**src/rtl/daq_pkg.sv**
```systemverilog
`default_nettype none
// ============================================================================
// daq_pkg
// Run-control command codes, default frame words and the packer state type.
// Revision: 1.0
// ============================================================================
package daq_pkg;

    localparam logic [7:0]  CMD_START     = 8'hFF;
    localparam logic [7:0]  CMD_RESET     = 8'hC0;
    localparam logic [7:0]  CMD_CLOSE     = 8'hC7;

    localparam logic [31:0] DEF_HEAD_WORD = 32'hAAAAAAAA;
    localparam logic [31:0] DEF_TAIL_WORD = 32'hF0F0F0F0;

    typedef enum logic [1:0] {
        IDLE    = 2'd0,
        HEAD    = 2'd1,
        PAYLOAD = 2'd2,
        TAIL    = 2'd3
    } state_e;

endpackage
`default_nettype wire

```
**src/rtl/daq_sample_pair.sv**
```systemverilog
`default_nettype none
// ============================================================================
// daq_sample_pair
// Pairs two 16-bit samples into one 32-bit word, first sample in the upper half.
// Revision: 1.0
// ============================================================================
module daq_sample_pair (
    input  logic        clk,
    input  logic        rst_n,
    input  logic        i_clr,
    input  logic        i_load,
    input  logic [15:0] i_data,
    output logic        o_done,
    output logic [31:0] o_word
);

    logic        half_q, half_d;
    logic [15:0] hi_q, hi_d;

    always_comb begin
        half_d = half_q;
        hi_d   = hi_q;
        if (i_clr) begin
            half_d = 1'b0;
            hi_d   = 16'd0;
        end else if (i_load) begin
            if (!half_q) begin
                hi_d   = i_data;
                half_d = 1'b1;
            end else begin
                half_d = 1'b0;
            end
        end
    end

    always_ff @(posedge clk or negedge rst_n) begin
        if (!rst_n) begin
            half_q <= 1'b0;
            hi_q   <= 16'd0;
        end else begin
            half_q <= half_d;
            hi_q   <= hi_d;
        end
    end

    // The second sample completes the word in the same cycle it is offered.
    assign o_done = i_load && half_q && !i_clr;
    assign o_word = {hi_q, i_data};

endmodule
`default_nettype wire

```
**src/rtl/daq_frame_packer.sv**
```systemverilog
`default_nettype none
// ============================================================================
// daq_frame_packer
// Packs 16-bit samples into HEAD / payload / TAIL frames for a capture FIFO.
// Optional macro DAQ_FRAME_SEQ_TAIL_EN: trailer low half carries frame_seq.
// Revision: 1.0
// ============================================================================
module daq_frame_packer
    import daq_pkg::*;
#(
    parameter int unsigned PAYLOAD_WORDS = 24,
    parameter logic [31:0] HEAD_WORD     = DEF_HEAD_WORD,
    parameter logic [31:0] TAIL_WORD     = DEF_TAIL_WORD
) (
    input  logic        bus_clk,
    input  logic        bus_rst_n,
    input  logic [7:0]  cfg_cmd,
    input  logic        smp_valid,
    input  logic [15:0] smp_data,
    output logic        smp_ready,
    output logic [31:0] fifo_din,
    output logic        fifo_wr_en,
    input  logic        fifo_full,
    output logic [15:0] frame_seq,
    output logic        led_data
);

    localparam logic [7:0] LAST_CNT = 8'(PAYLOAD_WORDS - 1);

    state_e      state_q, state_d;
    logic        pending_q, pending_d;
    logic [31:0] word_q, word_d;
    logic [7:0]  cnt_q, cnt_d;
    logic [15:0] seq_q, seq_d;

    logic        w_write;
    logic        w_xfer;
    logic        w_pair_clr;
    logic        w_pair_done;
    logic [31:0] w_pair_word;
    logic [31:0] w_trailer;

`ifdef DAQ_FRAME_SEQ_TAIL_EN
    assign w_trailer = {TAIL_WORD[31:16], seq_q};
`else
    assign w_trailer = TAIL_WORD;
`endif

    assign w_write    = pending_q && !fifo_full;
    assign smp_ready  = (state_q == PAYLOAD) && !pending_q;
    assign w_xfer     = smp_valid && smp_ready;
    assign w_pair_clr = (cfg_cmd == CMD_RESET);

    daq_sample_pair u_pair (
        .clk    (bus_clk),
        .rst_n  (bus_rst_n),
        .i_clr  (w_pair_clr),
        .i_load (w_xfer),
        .i_data (smp_data),
        .o_done (w_pair_done),
        .o_word (w_pair_word)
    );

    always_comb begin
        state_d   = state_q;
        pending_d = pending_q;
        word_d    = word_q;
        cnt_d     = cnt_q;
        seq_d     = seq_q;

        case (state_q)
            IDLE: begin
                if (cfg_cmd == CMD_START) begin
                    state_d   = HEAD;
                    pending_d = 1'b1;
                    word_d    = HEAD_WORD;
                end
            end
            HEAD: begin
                if (w_write) begin
                    pending_d = 1'b0;
                    state_d   = PAYLOAD;
                end
            end
            PAYLOAD: begin
                if (w_write) begin
                    if (cnt_q == LAST_CNT) begin
                        cnt_d     = 8'd0;
                        state_d   = TAIL;
                        pending_d = 1'b1;
                        word_d    = w_trailer;
                    end else begin
                        cnt_d     = cnt_q + 8'd1;
                        pending_d = 1'b0;
                    end
                end else if (w_pair_done) begin
                    word_d    = w_pair_word;
                    pending_d = 1'b1;
                end
            end
            TAIL: begin
                if (w_write) begin
                    seq_d = seq_q + 16'd1;
                    // Back-to-back frames reload the header directly.
                    if (cfg_cmd == CMD_START) begin
                        state_d   = HEAD;
                        pending_d = 1'b1;
                        word_d    = HEAD_WORD;
                    end else begin
                        state_d   = IDLE;
                        pending_d = 1'b0;
                    end
                end
            end
            default: state_d = IDLE;
        endcase

        if (cfg_cmd == CMD_RESET) begin
            state_d   = IDLE;
            pending_d = 1'b0;
            word_d    = 32'd0;
            cnt_d     = 8'd0;
            seq_d     = 16'd0;
        end
    end

    always_ff @(posedge bus_clk or negedge bus_rst_n) begin
        if (!bus_rst_n) begin
            state_q   <= IDLE;
            pending_q <= 1'b0;
            word_q    <= 32'd0;
            cnt_q     <= 8'd0;
            seq_q     <= 16'd0;
        end else begin
            state_q   <= state_d;
            pending_q <= pending_d;
            word_q    <= word_d;
            cnt_q     <= cnt_d;
            seq_q     <= seq_d;
        end
    end

    assign fifo_din   = word_q;
    assign fifo_wr_en = w_write;
    assign led_data   = w_write;
    assign frame_seq  = seq_q;

endmodule
`default_nettype wire
```
**config.mk**
```make
export PLATFORM = sky130hd
export DESIGN_NAME = daq_frame_packer
export DESIGN_NICKNAME = d
export VERILOG_FILES = /design/src/rtl/daq_pkg.sv /design/src/rtl/daq_sample_pair.sv /design/src/rtl/daq_frame_packer.sv
export SDC_FILE = /design/constraint.sdc
export NUM_CORES = 1
export LEC_CHECK = 0
export CORE_MARGIN = 4
export CORE_UTILIZATION = 40
export DETAILED_ROUTE_END_ITERATION = 7
export PLACE_DENSITY = 0.65
export SLEW_MARGIN = 20
export SYNTH_ARGS = -nofsm -noshare
export SYNTH_HDL_FRONTEND = slang
export SYNTH_SLANG_ARGS = --single-unit
```
**constraint.sdc**
```tcl
create_clock -name bus_clk -period 3 [get_ports bus_clk]
set_input_delay 0.9 -clock bus_clk [delete_from_list [all_inputs] [get_ports bus_clk]]
set_output_delay 0.9 -clock bus_clk [all_outputs]
set_load 0.005 [all_outputs]
```
* Word-level counts from Yosys, hierarchy flattened
Cells that the tools add are included.
Word-level totals: bits in registers 76, output and inout bits 51
Cells by class: equal/unequal tests 14, multiplexer cells 37, add/sub/neg operators 2, reductions and logical operators 20
Operators with widths (number):
- $mux W32 | 6
- $mux W16 | 6
- $pmux W32 S3 | 1
- $mux W8 | 4
- $add A16 B1 Y16 const B | 1
- $eq A8 B8 Y1 const B | 2
- $mux W1 | 12
- $mux W2 | 6
- $ne A3 B2 Y1 const B | 4
- $add A8 B1 Y8 const B | 1
- $eq A8 B5 Y1 const B | 1
- $ne A4 B2 Y1 const B | 2
- $pmux W2 S4 | 1
- $reduce_and A4 Y1 | 2
- $reduce_bool A2 Y1 | 4
- $reduce_and A2 Y1 | 3
- $logic_and A1 B1 Y1 | 5
- $reduce_and A5 Y1 | 1
- $eq A2 B2 Y1 const B | 2
- $pmux W1 S4 | 1
- $reduce_bool A4 Y1 | 1
- $logic_not A1 Y1 | 3
- $ne A3 B1 Y1 const B | 1
- $eq A2 B1 Y1 const B | 1
- other kinds (2) | 2

* Longest topological paths before layout
Gate-level depths: netlist of the first run.
word-level depth 9, depth in mapped cells 9

* Cells and area by module
Synthesis of the first run repeated with hierarchy kept, for this count alone.
Second synthesis, totals: cells, all modules 376, area total of the unflattened synthesis 3917.5 um2
By module, submodules not included:
- daq_frame_packer | cells an instance 284, times used 1, area each 2896.5 um2
- daq_sample_pair | cells an instance 92, times used 1, area each 1021.0 um2

* Worst setup path before layout of the first run
Ideal clock, no wire load.
kind input port to output port, start input fifo_full, end output led_data, cell stages on the path 5, buffers on the path 3, data required time 2.100 ns, arrival 1.843 ns, setup slack 0.257 ns, path through nand2b_1 -> clkbuf_1 -> inv_1 -> clkbuf_1 -> buf_4
Between the ends: cells in the longest elaborated chain, start to end 2
RTL lines:
- start, declared | line daq_frame_packer.sv:23 | input logic fifo_full,
- $logic_not A1 Y1 | line daq_frame_packer.sv:49 | assign w_write = pending_q && !fifo_full;
- $logic_and A1 B1 Y1 | line daq_frame_packer.sv:49
- end, declared | line daq_frame_packer.sv:25 | output logic led_data
No other way between the ends.

* Worst setup path after layout of the first run
start input fifo_full, end output fifo_wr_en
Between the ends: cells in the longest elaborated chain, start to end 2
RTL lines:
- $logic_not A1 Y1 | line daq_frame_packer.sv:49
- $logic_and A1 B1 Y1 | line daq_frame_packer.sv:49
- end, declared | line daq_frame_packer.sv:22 | output logic fifo_wr_en,
No other way between the ends.

==> results of run 1 <==
[state kept, by name, summed over array words and instances, names as in the netlist]
register,cells
cnt_q,8
frame_seq,16
u_pair.half_q,1
state_q,2
pending_q,1
fifo_din,32
u_pair.hi_q,16
[critical path: stages]
cell and delay, ns:
clkdlybuf4s50_1 0.43, nand2b_4 0.16, inv_2 0.07, clkdlybuf4s50_1 0.49
[what timing repair did]
action	in CTS	in global routing
gates resized for setup	2	0
hold buffers	0	0
setup endpoints to repair	2	0
[kinds of logic (layout without fill, tap and decap cells)]
kind of cell / Yosys count / count (layout) / share of synthesized area (%)
AO/OA/AOI/OAI: 98 / 98 / 19.6
XOR/XNOR: 10 / 10 / 2.35
adder cells (fa/ha/maj): 7 / 7 / 2.34
buffers and inverters: 34 / 122 / 4.25
flip-flops: 76 / 76 / 50.9
multiplexers: 17 / 17 / 4.56
AND/OR/NAND/NOR: 115 / 115 / 15.9
[how the worst max path moves through the flow]
stage	from	slack, ns	endpoint
after CTS	fifo_full	0.04	led_data
after floorplan	fifo_full	0.26	led_data
after detailed placement	fifo_full	-0.02	led_data
after global placement	fifo_full	-0.01	fifo_wr_en
after global routing	fifo_full	0.01	fifo_wr_en
final	fifo_full	0.05	fifo_wr_en
[per-stage QoR]
step                worst slack, ns  utilization (%)  instance area [µm²]
finish                       0.0504             55.6                 4940
detailed placement          -0.0169             52.7                 4690
floorplan                     0.257                -                 3730
CTS                          0.0412             55.6                 4940
global placement            -0.0145             52.7                 4690
global route                 0.0104             55.6                 4940
[power by group through the flow]
stage | Combinational [µW] | Clock (µW) | Sequential (µW)
2_1_floorplan | 955 | 0 | 1580
3_5_place_dp | 1720 | 0 | 1610
5_1_grt | 1870 | 1030 | 1650
3_3_place_gp | 1670 | 0 | 1610
6_report | 1700 | 965 | 1610
4_1_cts | 1730 | 986 | 1610
[Yosys cell counts (3+ instances only)]
cell	number	area (µm²)
o221a_2	8	90.1
o31ai_1	5	37.5
o21ai_0	10	50.1
dfrtp_1	76	1900
nand4_1	6	37.5
a41oi_1	8	70.1
inv_1	9	33.8
clkbuf_1	12	45.0
nand3b_1	3	22.5
nand3_1	13	65.1
mux2i_1	17	170
or3_1	7	43.8
a22o_1	16	140
buf_4	4	30.0
a21oi_1	23	115
o211ai_1	9	67.6
a211oi_1	8	60.1
ha_1	7	87.6
nor2_1	20	75.1
nand2_1	37	139
nor3_1	6	30.0
buf_2	6	30.0
or4_1	4	30.0
xnor2_1	8	70.1
o21a_1	3	22.5
[layer usage]
| layer | wire [µm] | share of wire [%] | vias to the layer above |
|---|---|---|---|
| met5 | 0 | 0 | - |
| met3 | 658 | 7.0 | 9 |
| met1 | 4170 | 45 | 1520 |
| li1 | - | - | 1489 |
| met2 | 4400 | 47 | 87 |
| met4 | 106 | 1.1 | 0 |
[cell usage in the layout (no fill, tap or decap), types with 2 or more instances in the layout]
cell,n
clkdlybuf4s50_1,77
o221a_2,8
inv_1,8
a31o_2,2
nand4_1,6
a21oi_1,23
buf_4,17
nand3b_1,3
clkbuf_8,9
nand2_1,37
nor4_1,2
a211oi_1,8
ha_1,7
inv_6,2
dfrtp_1,76
and2_1,2
xnor2_1,8
xor2_1,2
o21ai_0,10
nor3_1,6
o21a_1,3
nor4b_1,2
buf_12,2
o31ai_1,5
or4_1,4
o211ai_1,9
mux2i_1,17
bufinv_16,3
or3_2,2
a41oi_1,8
nand3_1,13
nor2_1,20
or3_1,7
a22o_1,16
[final cells by class]
type                       instances  area share [%]
sequential                        76            38.5
timing repair buffer              96            19.0
inverter                          10           0.760
clock inverter                     7            2.46
tap                              108            2.74
multi-input combinational        247            34.0
clock buffer                       9            2.51
==> flow_summary.yaml, run 1 <==
pwr:
  power_density_mw_per_mm2: 865
  power.share.clock_pct: 22.6
  p_int_uw: 2850
  total_leakage_power_uw: 0.00202
  combPwrFrac_pct: 39.8
  power_uw: 4270
  power.switching_uw: 1420
  swShare_pct: 33.2
  vdd_drop_max_uv: 520
  pwr-share-seq_pct: 37.7
final_layout:
  seqCellArea_mm2: 0.00190
  syn2layout_area_growth_pct: 32.3
  antenna_cells: 0
  multiInputGateArea_mm2: 0.00168
  drive_gt1_share_pct: 12.1
  fin_cells: 553
  fillers: 793
  layout.nets: 475
synth:
  ys_seq_area_share_pct: 50.9
  ys_warn_count: 0
  synth_nets: 392
  synth.avg_cell_area_um2: 10.5
  synth_edf_count: 0
  syn_inst: 357
  ys.flop_type: "dfrtp_1"
  synth_cell_types: 50
  async_reset_ff_share_pct: 100
  netlist_area_mm2: 0.00373
  ys_seq_elements: 76
routing:
  antenna_left: 0
  drc_errors: 0
  vias: 3105
  drt_iter0_drc: 177
  drt-pass1-iter-count: 4
  avgRoutedWirePerCell_um: 16.9
  drt-total-wl_um: 9340
  via_per_inst: 5.61
grt:
  grt_overflow_total: 0
  grt_pass1_wl_um: 15700
  track_usage_pct: 17.5
  grt_use_met2_pct: 28.0
  grt_busiest_layer: "met2"
  gr-usage-met1_pct: 22.8
  grt_pass1_vias: 3146
  antenna_found_initial: 0
  grt_max_degree: 49
  use_met3_pct: 5.24
setup_path:
  critPathKind: "input port to output pin"
  rrSetupSlack_ns: 0.70
  critPathArrivalTime_ns: 2.05
  start_kind: "input port"
  cp_max_fo: 3
  r2r-start: "state_q[0]"
  critPathRequiredTime_ns: 2.10
  r2r-end: "fifo_din[4]"
  rr_worst_depth: 8
  end_kind: "output pin"
floorplan:
  initial_core_util_pct: 42.0
  core_mm2: 0.00889
  dieArea_mm2: 0.0109
  io_pins: 79
  die_h_um: 105
  die_width_um: 105
  row_count: 34
sta:
  finClkSkew_ns: 0.00734
  period_minus_slack_ns: 2.95
  period_share_pct: 98.3
  timing.final.hold_violations: 0
  rsz0062_at_grt: "false"
  max_freq_mhz: 339
  finalMaxSlewViolations: 0
  slew_headroom_pct: 52.0
  setup_viol: 0
  tns_ns: 0
  tightest_slew_ns: 0.720
  hold_slack_ns: 0.473
clocking:
  cts_root_buf: "clkbuf_8"
  insertion_delay_ns: 0.35
  path_clk_slew_ns: 0.08
  cts_sinks: 76
  clock_path_buffers: 2
  htreeDepth: 3
  cts_buffers: 9
  cts_tree: "yes"
  post-cts-setup-buffers: 0
placed_design:
  portBuffers: 78
  hpwl_um: 6480
  gp_congestion: 0.820
  placed_cells: 537
status:
  status: "completed"
worst_hold_path:
  min_path_type: "input port to async pin"
run:
  maxCapViolations: 0
Note: power is estimated with default switching activity, not from simulation.
==> run 2: changes to the inputs <==
CORE_MARGIN = 3   (was 4)
GPL_TIMING_DRIVEN = 0   (was default)
==> flow_summary.yaml, run 2 (same netlist as run 1, synthesis figures left out) <==
status:
  status: "completed"
setup_path:
  end_kind: "output pin"
  start_kind: "register"
  critPathKind: "register to output pin"
  startpoint: "state_q[0]"
  rrSetupSlack_ns: 0.56
  cp-endpoint: "smp_ready"
  rr_worst_depth: 9
  r2r-end: "fifo_din[5]"
  cp_max_fo: 6
  critPathRequiredTime_ns: 2.10
  r2r-start: "state_q[0]"
  critPathArrivalTime_ns: 1.99
routing:
  drt-total-wl_um: 9660
  antenna_left: 0
  avgRoutedWirePerCell_um: 17.2
  via_per_inst: 5.71
  vias: 3211
  drc_errors: 0
  drt_iter0_drc: 163
  drt-pass1-iter-count: 5
pwr:
  pwr-share-seq_pct: 38.6
  combPwrFrac_pct: 42.0
  power.share.clock_pct: 19.4
  power_uw: 4110
  p_int_uw: 2680
  vdd_drop_max_uv: 474
  power.switching_uw: 1430
  swShare_pct: 34.8
  total_leakage_power_uw: 0.00201
  power_density_mw_per_mm2: 830
floorplan:
  row_count: 34
  dieArea_mm2: 0.0105
  die_width_um: 103
  core_mm2: 0.00889
  die_h_um: 103
  io_pins: 79
  initial_core_util_pct: 42.0
final_layout:
  final_cell_mix: "dfrtp_1 (76), clkdlybuf4s50_1 (74), nand2_1 (36)"
  antenna_cells: 0
  final_common_cell: "dfrtp_1"
  drive_gt1_share_pct: 12.6
  layout.nets: 484
  syn2layout_area_growth_pct: 32.6
  largest_reg_flops: 32
  stdcell_area_mm2: 0.00495
  fin_util_pct: 55.7
sta:
  finalMaxSlewViolations: 0
  slew_headroom_pct: 62.7
  setup_viol: 0
  period_share_pct: 96.3
  fin_ws_ns: 0.110
  period_minus_slack_ns: 2.89
  max_freq_mhz: 346
  finClkSkew_ns: 0.0102
  rsz0062_at_grt: "false"
  tightest_slew_ns: 0.560
  timing.final.hold_violations: 0
grt:
  grt_pass1_vias: 3171
  antenna_found_initial: 0
  track_usage_pct: 19.5
  grt_pass1_wl_um: 16100
  grt_overflow_total: 0
  grt_max_degree: 50
clocking:
  cts_hold_buf: 0
  path_clk_slew_ns: 0.08
  cts_buffers: 9
  htreeDepth: 3
  cts_tree: "yes"
  insertion_delay_ns: 0.35
  cts_root_buf: "clkbuf_8"
  cts_sinks: 76
  clock_path_buffers: 2
worst_hold_path:
  min_path_type: "input port to async pin"
placed_design:
  pre_cts_ws_ns: -1.05
  postPlaceCellArea_mm2: 0.00468
  hpwl_um: 6840
  portBuffers: 78
  gp_congestion: 0.779
run:
  maxCapViolations: 0
==> run 2: worst min path at each step <==
stage	startpoint	to	cells past startpoint
final	bus_rst_n	frame_seq[12]	1
after global routing	bus_rst_n	fifo_din[22]	1
after CTS	bus_rst_n	state_q[1]	1
after detailed placement	u_pair.hi_q[8]	u_pair.hi_q[8]	1
after global placement	u_pair.hi_q[10]	u_pair.hi_q[10]	1
after floorplan	u_pair.hi_q[10]	u_pair.hi_q[10]	1
==> run 2: routing by layer <==
layer  wire length [µm]  track usage, %  vias to the layer above  part of all wire (%)
li1                   -               -                     1509                     -
met1               4450            27.8                     1585                    46
met2               4390            28.8                      100                    45
met3                643            5.01                       17                   6.7
met4                172            6.86                        0                   1.8
met5                  0               0                        -                     0
==> run 2: cell type report <==
class / count / area [µm²]
repair buffers: 81 / 820
inverters: 10 / 40.0
multi-input cells: 247 / 1700
flip-flops and latches: 76 / 1900
clock buffers: 10 / 128
fillers: 779 / 3940
plain buffers: 24 / 153
clock inverters: 6 / 71.3
well taps: 108 / 135
==> run 2: critical path, stage by stage, from the launching register on <==
cell and delay, ns:
dfrtp_1 0.42, inv_1 0.15, ha_1 0.17, clkbuf_2 0.18, nor2b_4 0.21, clkdlybuf4s50_1 0.52
==> run 2: power groups by stage <==
stage	clock network, µW	registers (µW)	logic, µW
after floorplan	0	1580	955
after global placement	0	1600	1640
after detailed placement	0	1600	1680
after CTS	822	1590	1730
after global routing	863	1630	1920
final	799	1590	1730
==> run 2: repair_timing <==
| item | CTS | global route |
|---|---|---|
| gates cloned | 0 | 0 |
| buffers inserted | 2 | 0 |
| setup endpoints to repair | 13 | 11 |
| resized for setup | 17 | 3 |
==> run 2: per-stage QoR <==
stage                     instances  setup TNS, ns  hold slack [ns]
after global placement          543        -141.94            0.489
after global routing            562              0            0.486
after CTS                       562              0            0.470
final                           562              0            0.467
after floorplan                 357              0            0.473
after detailed placement        544          -9.60            0.491
==> run 3: changes to the inputs <==
PLACE_DENSITY = 0.61   (was 0.65)
==> flow_summary.yaml, run 3 (same netlist as run 1, synthesis figures left out) <==
status:
  status: "completed"
routing:
  drt-pass1-iter-count: 4
  antenna_left: 0
  drc_errors: 0
  via_per_inst: 5.61
  drt-total-wl_um: 9770
  vias: 3149
  drt_iter0_drc: 156
  avgRoutedWirePerCell_um: 17.4
setup_path:
  cp_slowest_cell: "nor4_1"
  cp_max_fo: 10
  critPathArrivalTime_ns: 3.15
  critPathKind: "input port to register"
  start_kind: "input port"
  critPathRequiredTime_ns: 3.24
  crit_family: "simple AND/OR/NAND/NOR gates"
  path_cells: "clkdlybuf4s50_1 > nor4_1 > nand2_2 > and2_1 > clkbuf_1 > buf_2 > a22o_1"
  slowest_delay_ns: 0.61
  critPathBufInv: 3
  end_kind: "register"
clocking:
  cts_buffers: 9
  cts_root_buf: "clkbuf_8"
  cts_hold_buf: 0
  cts_sinks: 76
  path_clk_slew_ns: 0.08
  cts_tree: "yes"
  htreeDepth: 3
  insertion_delay_ns: 0.35
  clock_path_buffers: 2
grt:
  grt_pass1_wl_um: 16300
  track_usage_pct: 19.8
  grt_overflow_total: 0
  antenna_found_initial: 0
  grt_pass1_vias: 3222
  grt_max_degree: 40
final_layout:
  stdcell_area_mm2: 0.00493
  antenna_cells: 0
  fillers: 820
  largest_reg_flops: 32
  final_common_cell: "dfrtp_1"
  syn2layout_area_growth_pct: 32.1
  final_cell_mix: "dfrtp_1 (76), clkdlybuf4s50_1 (74), nand2_1 (36)"
  drive_gt1_share_pct: 11.9
  fin_util_pct: 55.5
  layout.nets: 483
pwr:
  power_density_mw_per_mm2: 846
  total_leakage_power_uw: 0.00201
  swShare_pct: 33.7
  power.switching_uw: 1410
  pwr-share-seq_pct: 38.1
  vdd_drop_max_uv: 407
  p_int_uw: 2770
  power.share.clock_pct: 20.9
  combPwrFrac_pct: 41.0
placed_design:
  gp_congestion: 0.825
  hpwl_um: 6910
  portBuffers: 78
  postPlaceCellArea_mm2: 0.00467
sta:
  max_freq_mhz: 343
  tightest_slew_ns: 0.661
  timing.final.hold_violations: 0
  setup_viol: 0
  finalMaxSlewViolations: 0
  period_share_pct: 97.0
  finClkSkew_ns: 0.0128
  tns_ns: 0
  period_minus_slack_ns: 2.91
  slew_headroom_pct: 55.6
floorplan:
  die_width_um: 103
  io_pins: 79
  dieArea_mm2: 0.0105
  core_mm2: 0.00889
  die_h_um: 103
  initial_core_util_pct: 42.0
  row_count: 34
run:
  maxCapViolations: 0
worst_hold_path:
  min_path_type: "input port to async pin"
run 3: area by class of cell:
class                      instances  area [µm²]  area share [%]
buffer                            24         141            2.87
sequential                        76        1900            38.6
clock inverter                     4        72.6            1.47
timing repair buffer              80         798            16.2
inverter                          10        40.0           0.812
clock buffer                      12         145            2.94
tap                              108         135            2.74
multi-input combinational        247        1700            34.4
run 3: path summary, 6_finish.rpt:
kind                                     start        endpoint  slack [ns]  depth (start not counted)
worst max-delay path                cfg_cmd[2]  u_pair.hi_q[7]        0.09                          7
worst min-delay path                 bus_rst_n    frame_seq[9]        0.51                          1
worst max register to register      state_q[0]    fifo_din[10]        0.61                          9
worst min register to register  u_pair.hi_q[5]  u_pair.hi_q[5]        0.51                          1
max in group asynchronous            bus_rst_n    fifo_din[10]        1.90                          2
min in group bus_clk            u_pair.hi_q[5]  u_pair.hi_q[5]        0.51                          1
run 3: metrics by stage:
step	total power, µW	std cells	hold WS [ns]	worst slack (ns)
2_1_floorplan	2530	357	0.473	0.257
3_3_place_gp	3250	543	0.491	-1.77
3_5_place_dp	3280	544	0.492	-1.06
4_1_cts	4210	561	0.514	0.0328
5_1_grt	4470	561	0.529	-0.00639
6_report	4170	561	0.505	0.0886
run 3: layer usage:
metal | vias up | share of wire [%] | track usage (%)
met1 | 1547 | 46 | 27.2
met5 | - | 0 | 0
met3 | 11 | 6.6 | 6.29
met2 | 91 | 46 | 30.3
li1 | 1500 | - | -
met4 | 0 | 1.3 | 5.15
run 3: power by group through the flow:
stage / combinational, µW / sequential, µW / clock [µW]
floorplan: 955 / 1580 / 0
global route: 1900 / 1630 / 944
finish: 1710 / 1590 / 873
detailed placement: 1680 / 1600 / 0
global placement: 1650 / 1600 / 0
CTS: 1720 / 1590 / 898
run 3: timing repair:
item,4_1_cts,5_1_grt
setup buffers,1,0
endpoints found under the setup margin,3,12
hold endpoints to repair,0,0
gates resized for setup,13,5
run 3: worst register-to-register path: stages, from the launching register on:
cell	delay (ns)
dfrtp_1	0.42
inv_1	0.13
ha_1	0.16
clkbuf_2	0.17
clkinv_1	0.32
o31ai_4	0.25
and4_1	0.28
buf_2	0.17
buf_4	0.22
mux2i_1	0.20
